--- src/rtl/lcd_fb_pkg.sv ---
// lcd_fb_pkg: shared grant encoding, read latency and default widths for the frame-buffer arbiter
package lcd_fb_pkg;

    typedef enum logic [1:0] {
        IDLE = 2'd0,
        RD   = 2'd1,
        WR   = 2'd2
    } grant_e;

    localparam int RD_LAT = 3;
    localparam int AW_DEF = 16;
    localparam int DW_DEF = 16;

endpackage

--- src/rtl/lcd_fb_wfifo.sv ---
// lcd_fb_wfifo: posted-write FIFO holding {addr, data} pairs until the RAM is free
module lcd_fb_wfifo
    import lcd_fb_pkg::*;
#(
    parameter int AW    = AW_DEF,
    parameter int DW    = DW_DEF,
    parameter int DEPTH = 8
) (
    input  logic                     clk,
    input  logic                     rest_n,
    input  logic                     push,
    input  logic [AW-1:0]            in_addr,
    input  logic [DW-1:0]            in_data,
    input  logic                     pop,
    output logic [AW-1:0]            head_addr,
    output logic [DW-1:0]            head_data,
    output logic [$clog2(DEPTH):0]   count,
    output logic                     full,
    output logic                     empty
);

    localparam int PW = $clog2(DEPTH);
    localparam int CW = PW + 1;

    logic [AW-1:0] addr_mem [DEPTH];
    logic [DW-1:0] data_mem [DEPTH];
    logic [PW-1:0] wp;
    logic [PW-1:0] rp;

    assign head_addr = addr_mem[rp];
    assign head_data = data_mem[rp];
    assign full      = count == CW'(DEPTH);
    assign empty     = count == '0;

    // entry storage, written at the tail on every accepted push
    always_ff @(posedge clk or negedge rest_n) begin
        if (!rest_n) begin
            for (int i = 0; i < DEPTH; i++) begin
                addr_mem[i] <= '0;
                data_mem[i] <= '0;
            end
        end else if (push) begin
            addr_mem[wp] <= in_addr;
            data_mem[wp] <= in_data;
        end
    end

    // pointers wrap naturally at DEPTH; count tracks occupancy including same-edge push+pop
    always_ff @(posedge clk or negedge rest_n) begin
        if (!rest_n) begin
            wp    <= '0;
            rp    <= '0;
            count <= '0;
        end else begin
            if (push)
                wp <= wp + PW'(1);
            if (pop)
                rp <= rp + PW'(1);
            count <= count + CW'(push) - CW'(pop);
        end
    end

endmodule

--- src/rtl/lcd_fb_arbiter.sv ---
// lcd_fb_arbiter: single-port frame-buffer RAM shared by LCD scan-out (priority) and a posted pixel writer
// Optional build macro LCD_FB_ARB_STAT_EN adds the wr_stall_cnt saturating stall counter.
module lcd_fb_arbiter
    import lcd_fb_pkg::*;
#(
    parameter int AW          = AW_DEF,
    parameter int DW          = DW_DEF,
    parameter int WFIFO_DEPTH = 8
) (
    input  logic          clk,
    input  logic          rest_n,
    input  logic          rd_req,
    input  logic [AW-1:0] rd_addr,
    output logic          rd_valid,
    output logic [DW-1:0] rd_data,
    input  logic          wr_valid,
    output logic          wr_ready,
    input  logic [AW-1:0] wr_addr,
    input  logic [DW-1:0] wr_data,
    output logic [AW-1:0] ram_addr,
    output logic          ram_we,
    output logic [DW-1:0] ram_wdat,
    input  logic [DW-1:0] ram_rdat
`ifdef LCD_FB_ARB_STAT_EN
    ,
    output logic [15:0]   wr_stall_cnt
`endif
);

    localparam int CW = $clog2(WFIFO_DEPTH) + 1;

    grant_e        state_q;
    grant_e        grant;
    logic [CW-1:0] count;
    logic          full;
    logic          empty;
    logic          pending;
    logic          push;
    logic          pop;
    logic [AW-1:0] head_addr;
    logic [DW-1:0] head_data;
    logic [AW-1:0] rd_addr_q;
    logic [RD_LAT-2:0] rd_pipe;

    assign wr_ready = !full;
    assign push     = wr_valid && wr_ready;
    assign pop      = state_q == WR;
    // the head granted last edge is popped this edge, so it no longer counts as pending work
    assign pending  = !empty && (state_q != WR || count > CW'(1));

    lcd_fb_wfifo #(
        .AW    (AW),
        .DW    (DW),
        .DEPTH (WFIFO_DEPTH)
    ) u_wfifo (
        .clk       (clk),
        .rest_n    (rest_n),
        .push      (push),
        .in_addr   (wr_addr),
        .in_data   (wr_data),
        .pop       (pop),
        .head_addr (head_addr),
        .head_data (head_data),
        .count     (count),
        .full      (full),
        .empty     (empty)
    );

    // grant register: scan-out always wins, the writer drains only in rd_req-low cycles
    always_ff @(posedge clk or negedge rest_n) begin
        if (!rest_n)
            state_q <= IDLE;
        else
            state_q <= grant;
    end

    // next grant decided fresh every cycle, no hold-over between requesters
    always_comb begin
        grant = rd_req ? RD : pending ? WR : IDLE;
    end

    // hold the scan-out address alongside the RD grant so it reaches the RAM one edge later
    always_ff @(posedge clk or negedge rest_n) begin
        if (!rest_n)
            rd_addr_q <= '0;
        else if (rd_req)
            rd_addr_q <= rd_addr;
    end

    // RAM command register driven from the registered grant; IDLE keeps address and data stable
    always_ff @(posedge clk or negedge rest_n) begin
        if (!rest_n) begin
            ram_addr <= '0;
            ram_we   <= 1'b0;
            ram_wdat <= '0;
        end else begin
            ram_we <= state_q == WR;
            if (state_q == RD) begin
                ram_addr <= rd_addr_q;
            end else if (state_q == WR) begin
                ram_addr <= head_addr;
                ram_wdat <= head_data;
            end
        end
    end

    // read return pipeline: command edge, RAM access edge, then capture into rd_data
    always_ff @(posedge clk or negedge rest_n) begin
        if (!rest_n) begin
            rd_pipe  <= '0;
            rd_valid <= 1'b0;
            rd_data  <= '0;
        end else begin
            rd_pipe  <= {rd_pipe[RD_LAT-3:0], state_q == RD};
            rd_valid <= rd_pipe[RD_LAT-2];
            if (rd_pipe[RD_LAT-2])
                rd_data <= ram_rdat;
        end
    end

`ifdef LCD_FB_ARB_STAT_EN
    // count cycles where the writer is held off, sticking at all-ones
    always_ff @(posedge clk or negedge rest_n) begin
        if (!rest_n)
            wr_stall_cnt <= '0;
        else if (wr_valid && !wr_ready && wr_stall_cnt != 16'hFFFF)
            wr_stall_cnt <= wr_stall_cnt + 16'd1;
    end
`endif

endmodule

--- config.mk ---
export PLATFORM = sky130hd
export DESIGN_NAME = lcd_fb_arbiter
export DESIGN_NICKNAME = d
export VERILOG_FILES = /design/src/rtl/lcd_fb_pkg.sv /design/src/rtl/lcd_fb_wfifo.sv /design/src/rtl/lcd_fb_arbiter.sv
export SDC_FILE = /design/constraint.sdc
export NUM_CORES = 1
export LEC_CHECK = 0
export CORE_ASPECT_RATIO = 0.9
export CORE_UTILIZATION = 35
export DETAILED_ROUTE_END_ITERATION = 12
export PLACE_DENSITY = 0.57
export SETUP_SLACK_MARGIN = 0.3
export SLEW_MARGIN = 20
export SYNTH_ARGS = -nofsm -noshare
export SYNTH_HDL_FRONTEND = slang
export SYNTH_SLANG_ARGS = --single-unit
--- constraint.sdc ---
create_clock -name clk -period 3.7 [get_ports clk]
set_input_delay 0.555 -clock clk [delete_from_list [all_inputs] [get_ports clk]]
set_output_delay 0.555 -clock clk [all_outputs]
set_load 0.02 [all_outputs]
### Word-level counts from Yosys, hierarchy flattened

Index checks and enable logic that the tools add are counted.

| storage, ports and cells | value |
|---|---|
| input port bits | 68 |
| output and inout port bits | 51 |
| bits in registers | 336 |

| operators by class | value |
|---|---|
| magnitude comparators | 4 |
| $add $sub $neg | 4 |
| reductions and logical operators | 9 |
| eq/ne operators | 4 |
| bitwise gates (word level) | 3 |
| multiplexer cells | 14 |

Operators by type and width:

| cell | count |
|---|---|
| bitwise mux 128 bit | 2 |
| 2-to-1 mux 16 bit | 7 |
| binary-select mux 16 bit (select 3 bit) | 2 |
| demux 16 bit (select 3 bit) | 1 |
| greater-or-equal comparator 4 bit, second input constant | 2 |
| inverter 3 -> 4 bit | 2 |
| adder 3 x 1 -> 3 bit, second input constant | 2 |
| adder 4 x 1 -> 4 bit | 1 |
| equality test 4 bit, second input constant | 1 |
| > comparator 4 x 1 -> 1 bit, second input constant | 1 |
| logical NOT 4 bit | 1 |
| less-than comparator 4 x 1 -> 1 bit, second input constant | 1 |
| 2-to-1 mux 2 bit | 2 |
| subtractor 4 x 1 -> 4 bit | 1 |
| logical AND 1 bit | 3 |
| equality test 2 x 1 -> 1 bit, second input constant | 1 |
| equality test 2 bit, second input constant | 1 |
| logical NOT 1 bit | 2 |
| inequality test 2 bit, second input constant | 1 |
| AND reduction 2 bit | 1 |
| nonzero test 2 bit | 1 |
| logical OR 1 bit | 1 |
| inverter 1 bit | 1 |

### Depth between registers and ports, before layout

Gate-level depths: netlist of the first run.

| depth | value |
|---|---|
| depth after elaboration | 6 |
| gate-level depth with buffers | 10 |

### Cells and area by module

Synthesis of the first run repeated with hierarchy kept, for this count alone.

| unflattened totals | value |
|---|---|
| cells, all modules | 890 |
| area total of the unflattened synthesis | 14893.0 um2 |

By module, submodules not included:

| module | seq. area each (um2) | times used | area each (um2) | cells each |
|---|---|---|---|---|
| lcd_fb_wfifo | 6656.4 | 1 | 11996.5 | 705 |
| lcd_fb_arbiter | 1751.7 | 1 | 2896.5 | 185 |

### Worst setup path after synthesis of the first run

Ideal clock, no wire load.

| path | value |
|---|---|
| kind | register to register |
| start point | register state_q[0] |
| end point | register u_wfifo.count[2] |
| path slack | 1425 ps |
| data arrival time | 2153 ps |
| cell stages (with the launch flop) | 10 |
| cell sequence | dfrtp_1 > inv_1 > ha_1 > clkbuf_1 > buf_1 > xor2_1 > ha_1 > inv_1 > fa_1 > xnor2_1 |

| on the way | value |
|---|---|
| longest elaborated chain between the ends | 2 |

RTL lines:

| item | RTL line | RTL |
|---|---|---|
| start, declared | lcd_fb_arbiter.sv:32 | `grant_e state_q;` |
| start signal, assigned | lcd_fb_arbiter.sv:74 | `state_q <= grant;` |
| equality test 2 bit | lcd_fb_arbiter.sv:47 | `assign pop = state_q == WR;` |
| named net pop | lcd_fb_arbiter.sv:39 | `logic pop;` |
| subtractor 4 x 1 -> 4 bit | lcd_fb_wfifo.sv:59 | `count <= count + CW'(push) - CW'(pop);` |
| end signal, assigned | lcd_fb_wfifo.sv:59 |  |
| end, declared | lcd_fb_wfifo.sv:17 | `output logic [$clog2(DEPTH):0] count,` |

The timed path passes the listed nets, and every way through them passes these cells.
A chain may end at the register's enable or synchronous reset.

### Worst setup path in the final report of the first run

| path | value |
|---|---|
| start point | register u_wfifo.count[2] |
| end point | output wr_ready |

| on the way | value |
|---|---|
| longest elaborated chain between the ends | 2 |

RTL lines:

| item | RTL line | RTL |
|---|---|---|
| equality test 4 bit | lcd_fb_wfifo.sv:32 | `assign full = count == CW'(DEPTH);` |
| logical NOT 1 bit | lcd_fb_arbiter.sv:45 | `assign wr_ready = !full;` |
| end, declared | lcd_fb_arbiter.sv:17 | `output logic wr_ready,` |

No other way between the ends.

==> results of run 1 <==
## worst max-delay path, delay by kind of cell, from the launching register on
kind	cells	cell delay, ns
adder cells (fa/ha/maj)	1	0.16
buffers and inverters	2	0.69
flip-flops	1	0.36
AND/OR/NAND/NOR	1	0.45
## metrics by stage
| step | cell area, um2 | setup slack (ns) |
|---|---|---|
| CTS | 18200 | 0.940 |
| finish | 18200 | 0.974 |
| global route | 18200 | 0.893 |
| global placement | 17000 | 1.07 |
| detailed placement | 17000 | 1.03 |
| floorplan | 15200 | 1.42 |
## path summary, 6_finish.rpt
kind                                        from                    end  slack (ns)  cells after the start
worst max-delay path            u_wfifo.count[2]               wr_ready        0.97                      4
worst min-delay path                      rest_n           rd_addr_q[4]       0.006                      1
worst max register to register     u_wfifo.rp[0]           ram_wdat[10]        1.14                      3
worst min register to register        rd_pipe[0]             rd_pipe[1]        0.36                      0
max in group asynchronous                 rest_n  u_wfifo.data_mem[107]        2.72                      2
min in group clk                      rd_pipe[0]             rd_pipe[1]        0.36                      0
## state kept, by name (all words and copies together) (netlist names)
| signal | cells |
|---|---|
| u_wfifo.addr_mem | 128 |
| rd_pipe | 2 |
| ram_wdat | 16 |
| rd_data | 16 |
| u_wfifo.wp | 3 |
| ram_addr | 16 |
| rd_valid | 1 |
| u_wfifo.data_mem | 128 |
| ram_we | 1 |
| state_q | 2 |
| rd_addr_q | 16 |
| u_wfifo.rp | 3 |
| u_wfifo.count | 4 |
## cells in the final DEF (no fill, tap or decap), types with 3 or more instances in the layout
cell type	n
sky130_fd_sc_hd__a211o_1	16
sky130_fd_sc_hd__a222oi_1	8
sky130_fd_sc_hd__a22oi_1	32
sky130_fd_sc_hd__a31o_2	8
sky130_fd_sc_hd__a31oi_1	8
sky130_fd_sc_hd__a41o_1	16
sky130_fd_sc_hd__and4b_2	3
sky130_fd_sc_hd__buf_12	5
sky130_fd_sc_hd__buf_4	30
sky130_fd_sc_hd__clkbuf_1	9
sky130_fd_sc_hd__clkbuf_16	41
sky130_fd_sc_hd__clkbuf_8	5
sky130_fd_sc_hd__clkdlybuf4s50_1	117
sky130_fd_sc_hd__clkinv_2	6
sky130_fd_sc_hd__dfrtp_1	334
sky130_fd_sc_hd__ha_1	11
sky130_fd_sc_hd__inv_1	9
sky130_fd_sc_hd__mux2_2	260
sky130_fd_sc_hd__mux2_4	60
sky130_fd_sc_hd__mux2i_1	88
sky130_fd_sc_hd__nand2_1	27
sky130_fd_sc_hd__nand2b_1	10
sky130_fd_sc_hd__nand3_1	17
sky130_fd_sc_hd__nand4_1	4
sky130_fd_sc_hd__nor2_1	5
sky130_fd_sc_hd__nor2b_1	37
sky130_fd_sc_hd__o21ai_0	8
sky130_fd_sc_hd__xnor2_1	4
sky130_fd_sc_hd__xor2_1	3
## where the power goes
part,switching (mW),total (mW),internal [mW]
Sequential,1.10,6.53,5.42
Combinational,2.65,6.17,3.52
Clock,1.44,3.55,2.10
## layout make-up
cell class              instances  area [um2]
inverters                       9        33.8
clock buffers                  55        1130
multi-input cells             636        6350
well taps                     555         694
fillers                      3967       24800
diodes                          1        2.50
repair buffers                153        1510
flip-flops and latches        336        8420
clock inverters                 7        38.8
## kinds of logic after synthesis
| family | count (synthesis) |
|---|---|
| muxes | 410 |
| DFF | 336 |
| and+or+nand+nor | 108 |
| AOI/OAI and AO/OA | 99 |
| buffers and inverters | 83 |
| adders and majority gates | 12 |
| xor gates and xnor gates | 7 |
## per-layer routing
metal	up-vias	global-route usage, %	wire length (um)
li1	4078	-	-
met1	4618	22.4	16900
met2	152	24.5	15200
met3	60	2.69	1270
met4	0	4.50	783
met5	-	0	0
==> flow_summary.yaml, run 1 <==
synthesis:
  synth_mux_area_share_pct: 31.0
  ys_warn_count: 0
  post-synth-top-count-cell: "sky130_fd_sc_hd__dfrtp_1"
  synthesis.area_um2: 15200
  yosys.area_share.simple_pct: 3.90
  syn_area_per_cell_um2: 14.4
  synth_top_area_share_pct: 55.2
  syn_inst: 1055
  ys_async_sr_fraction_pct: 100
  synth_adder_area_share_pct: 1.03
  ffs_latches_synth: 336
  synthXorXnorAreaFrac_pct: 0.402
  dominant_combinational_cell_family_by_area_after_synthesis: "multiplexers"
  synth.distinct_cells: 37
  synth-compound-area-share_pct: 5.26
  number_of_enable_flip_flop_cells_after_synthesis: 0
  synth.yosys.seq_area_share_pct: 55.2
  synth.top_cells.by_area: "sky130_fd_sc_hd__dfrtp_1 (55%), sky130_fd_sc_hd__mux2_2 (19%), sky130_fd_sc_hd__mux2_4 (5.9%)"
  postSynthNetCount: 1135
  synth.top_cells.by_count: "sky130_fd_sc_hd__dfrtp_1 (336), sky130_fd_sc_hd__mux2_2 (260), sky130_fd_sc_hd__mux2i_1 (88)"
  synth-main-ff-cell: "sky130_fd_sc_hd__dfrtp_1"
  synth_area_leader_cell: "sky130_fd_sc_hd__dfrtp_1"
route:
  drt_pre_antenna_iters: 4
  ant_nets: 0
  detailedRoute.firstIterationViolations: 489
  detail_route.wirelength_um: 34100
  drt-vias-per-instance: 5.08
  vias: 8908
  drcViolationCount: 0
  routedWlPerCell_um: 19.5
timing:
  setup_viols_final: 0
  timing.max_slew.rel_slack_pct: 31.3
  rsz0062_at_grt: "no"
  hold_slack_ns: 0.00598
  maxSlewViolCount: 0
  max_slew.worst_pin.slew_ns: 1.03
  min_period_over_period_pct: 73.7
  hold_viol: 0
  final.setup.tns_ns: 0
  finClkSkew_ns: 0.0102
  max_clock_freq_mhz: 367
  min_clock_period_post_route_ns: 2.73
global_route:
  grt_max_degree: 81
  gr_util_all_layers_pct: 15.7
  antenna_found_initial: 1
  grt_pass1_vias: 9252
  overall_overflow_remaining_after_global_route: 0
  wire_length_of_the_first_global_routing_pass_um: 54400
clock_network:
  worst_skew_pair.late_latency_ns: 0.52
  clock-sinks: 336
  clk_pin_slew_ns: 0.06
  ctsLongestPathBuffers: 3
  holdBufCountCts: 0
  cts_tree: "yes"
  post_cts.repair.setup_buffers: 0
  post_cts_resized: 0
  cts_made_buffers: 38
  clock-root-buffer: "sky130_fd_sc_hd__clkbuf_16"
  htree_levels: 2
run:
  timing.max_cap.violations: 0
critical_path:
  end_kind: "output port"
  worstPathCellList: "inv_1 > ha_1 > or3b_4 > clkdlybuf4s50_1"
  critPathSlowestCell: "sky130_fd_sc_hd__clkdlybuf4s50_1"
  critical_path.max_fanout: 11
  worstSetupStartpointType: "register"
  arrival_ns: 2.17
  slowest_delay_ns: 0.57
  cp_required_ns: 3.14
  worst_setup_path_class: "register to output port"
final_layout:
  finalNetCount: 1254
  final_cell_count_no_fill: 1752
  utilization_pct: 42.3
  drive_gt1_share_pct: 35.4
  areaGrowthSynthToFinish_pct: 19.2
placed_design:
  dpl.cell_count: 1689
  portBuffers: 118
  gp_routability_congestion: 0.722
  dpl.hpwl_um: 21300
floorplanning:
  placeableCoreArea_um2: 43000
  floorplan.initialDensity_pct: 35.5
  top_level_ports: 119
  die-height_um: 200
  die_area_um2: 44400
  fp.dieW_um: 222
  rows: 72
outcome:
  outcome: "completed"
pwr:
  static_leakage_nw: 7.99
  power_mw: 16.2
  power-per-cell-area_nw_per_um2: 894
  ir_drop_mv: 0.379
min_path:
  min-delay-path-class: "input pin to asynchronous set/reset pin"
No activity file was read; power rests on OpenSTA's default activity.
==> inputs of run 2 (changes only) <==
- PLACE_DENSITY: 0.57 -> 0.59
- clock period: 3.7 -> 2.2 ns (I/O delays scaled with it)
==> run 2 against run 1 <==
Against the previous run: sequential share of layout area down 4.7 points; combinational power increased by 120%; register-to-register slack worse by 0.95 ns; cell count rose by 4.6%; hold slack improved by 0.34 ns; routed wire length rose by 19%; global-route usage grew 1.0 points; cell area is 11% higher; critical path depth unchanged; setup slack worse by 0.79 ns; largest power group is now combinational cells.
==> flow_summary.yaml, run 2 (synthesis results as in run 1) <==
outcome:
  outcome: "completed"
pwr:
  static_leakage_nw: 9.52
  power-per-cell-area_nw_per_um2: 1510
  ir_drop_mv: 1.05
timing:
  rsz0062_at_grt: "yes"
  finClkSkew_ns: 0.0115
  max_slew.worst_pin.slew_ns: 0.642
  setup_viols_final: 0
  max_clock_freq_mhz: 496
  timing.max_slew.rel_slack_pct: 57.2
  layout_setup_ws_ns: 0.183
  maxSlewViolCount: 0
  min_clock_period_post_route_ns: 2.02
  final.setup.tns_ns: 0
  hold_viol: 0
  min_period_over_period_pct: 91.7
global_route:
  overall_overflow_remaining_after_global_route: 0
  wire_length_of_the_first_global_routing_pass_um: 57600
  antenna_found_initial: 1
  grt_pass1_vias: 9798
  grt_max_degree: 82
  gr_util_all_layers_pct: 16.7
critical_path:
  arrival_ns: 1.69
  critical_path_buf_inv_count: 2
  worst_setup_path_class: "register to output port"
  critPathSlowestCell: "sky130_fd_sc_hd__or3b_4"
  worstSetupStartpointType: "register"
  slowest_delay_ns: 0.42
  critical_path.max_fanout: 6
  worstPathCellList: "inv_2 > ha_4 > or3b_4 > buf_6"
  end_kind: "output port"
  critPathTopFamily: "simple AND/OR/NAND/NOR gates"
  cp_required_ns: 1.87
route:
  drt_pre_antenna_iters: 5
  detailedRoute.firstIterationViolations: 490
  ant_nets: 0
  vias: 9451
  drt-vias-per-instance: 5.16
  drcViolationCount: 0
  detail_route.wirelength_um: 40600
  routedWlPerCell_um: 22.1
clock_network:
  ctsLongestPathBuffers: 3
  clock-root-buffer: "sky130_fd_sc_hd__clkbuf_16"
  htree_levels: 2
  cts_tree: "yes"
  cts_made_buffers: 38
  worst_skew_pair.late_latency_ns: 0.53
  clock-sinks: 336
  clk_pin_slew_ns: 0.06
floorplanning:
  top_level_ports: 119
  floorplan.initialDensity_pct: 35.5
  rows: 72
  fp.dieW_um: 222
  die_area_um2: 44400
  placeableCoreArea_um2: 43000
  die-height_um: 200
run:
  timing.max_cap.violations: 0
final_layout:
  layout_top_registers: "u_wfifo.addr_mem: 128 flops, u_wfifo.data_mem: 128 flops"
  areaGrowthSynthToFinish_pct: 32.8
  layout.cells.most_common: "sky130_fd_sc_hd__dfrtp_1"
  finalNetCount: 1331
  drive_gt1_share_pct: 40.1
  antennaDiodeCount: 0
  most-common-layout-cells: "sky130_fd_sc_hd__dfrtp_1 (333), sky130_fd_sc_hd__mux2_4 (234), sky130_fd_sc_hd__clkdlybuf4s50_1 (112)"
placed_design:
  portBuffers: 118
  dpl.hpwl_um: 22100
  place_ws_ns: 0.0783
  gp_routability_congestion: 0.715
min_path:
  min-delay-path-class: "register to register"
[run 2: layout make-up]
class | instances | area, um2
multi-input combinational | 637 | 7070
sequential | 336 | 8420
inverter | 9 | 36.3
fill | 3703 | 22700
timing repair buffer | 229 | 2830
tap | 555 | 694
clock buffer | 60 | 1110
clock inverter | 7 | 81.3
[run 2: path summary, 6_finish.rpt]
| kind | cells past startpoint | from | endpoint | slack (ns) |
|---|---|---|---|---|
| max | 4 | u_wfifo.count[2] | wr_ready | 0.18 |
| min | 0 | rd_pipe[0] | rd_pipe[1] | 0.35 |
| max reg2reg | 8 | u_wfifo.count[2] | u_wfifo.addr_mem[38] | 0.19 |
| min reg2reg | 0 | rd_pipe[0] | rd_pipe[1] | 0.35 |
| max in group asynchronous | 3 | rest_n | u_wfifo.data_mem[107] | 1.10 |
| min in group asynchronous | 2 | rest_n | u_wfifo.addr_mem[117] | 0.36 |
[run 2: layer usage]
layer	global-route usage, %	vias to the layer above	routed length, um
met1	22.9	4970	19400
li1	-	4238	-
met5	0	-	11
met4	5.22	2	789
met2	26.8	189	18900
met3	3.13	52	1420
[run 2: report_power, final]
| part | leakage [nW] | total [mW] | switching [mW] | internal (mW) |
|---|---|---|---|---|
| Combinational | 4.91 | 13.5 | 5.47 | 8.01 |
| Clock | 0.580 | 6.12 | 2.52 | 3.60 |
| Sequential | 4.03 | 10.9 | 1.76 | 9.14 |
[run 2: through the flow]
step	instances	cell area [um2]	total power, mW	util, %	hold WS [ns]
global placement	1716	17300	21.7	40.3	0.335
finish	1833	20200	30.5	47.1	0.346
global route	1833	20200	32.2	47.1	0.347
CTS	1798	18900	28.6	44.0	0.348
floorplan	1055	15300	18.4	-	0.0344
detailed placement	1716	17300	21.9	40.3	0.336
[run 2: repair_timing]
item                                    4_1_cts  5_1_grt
hold endpoints to repair                     52        0
resized for setup                            36      213
endpoints found under the setup margin      245      268
hold buffers                                  1        0
buffers inserted                              7       16
pin swaps                                     3        4
gates cloned                                  7       19
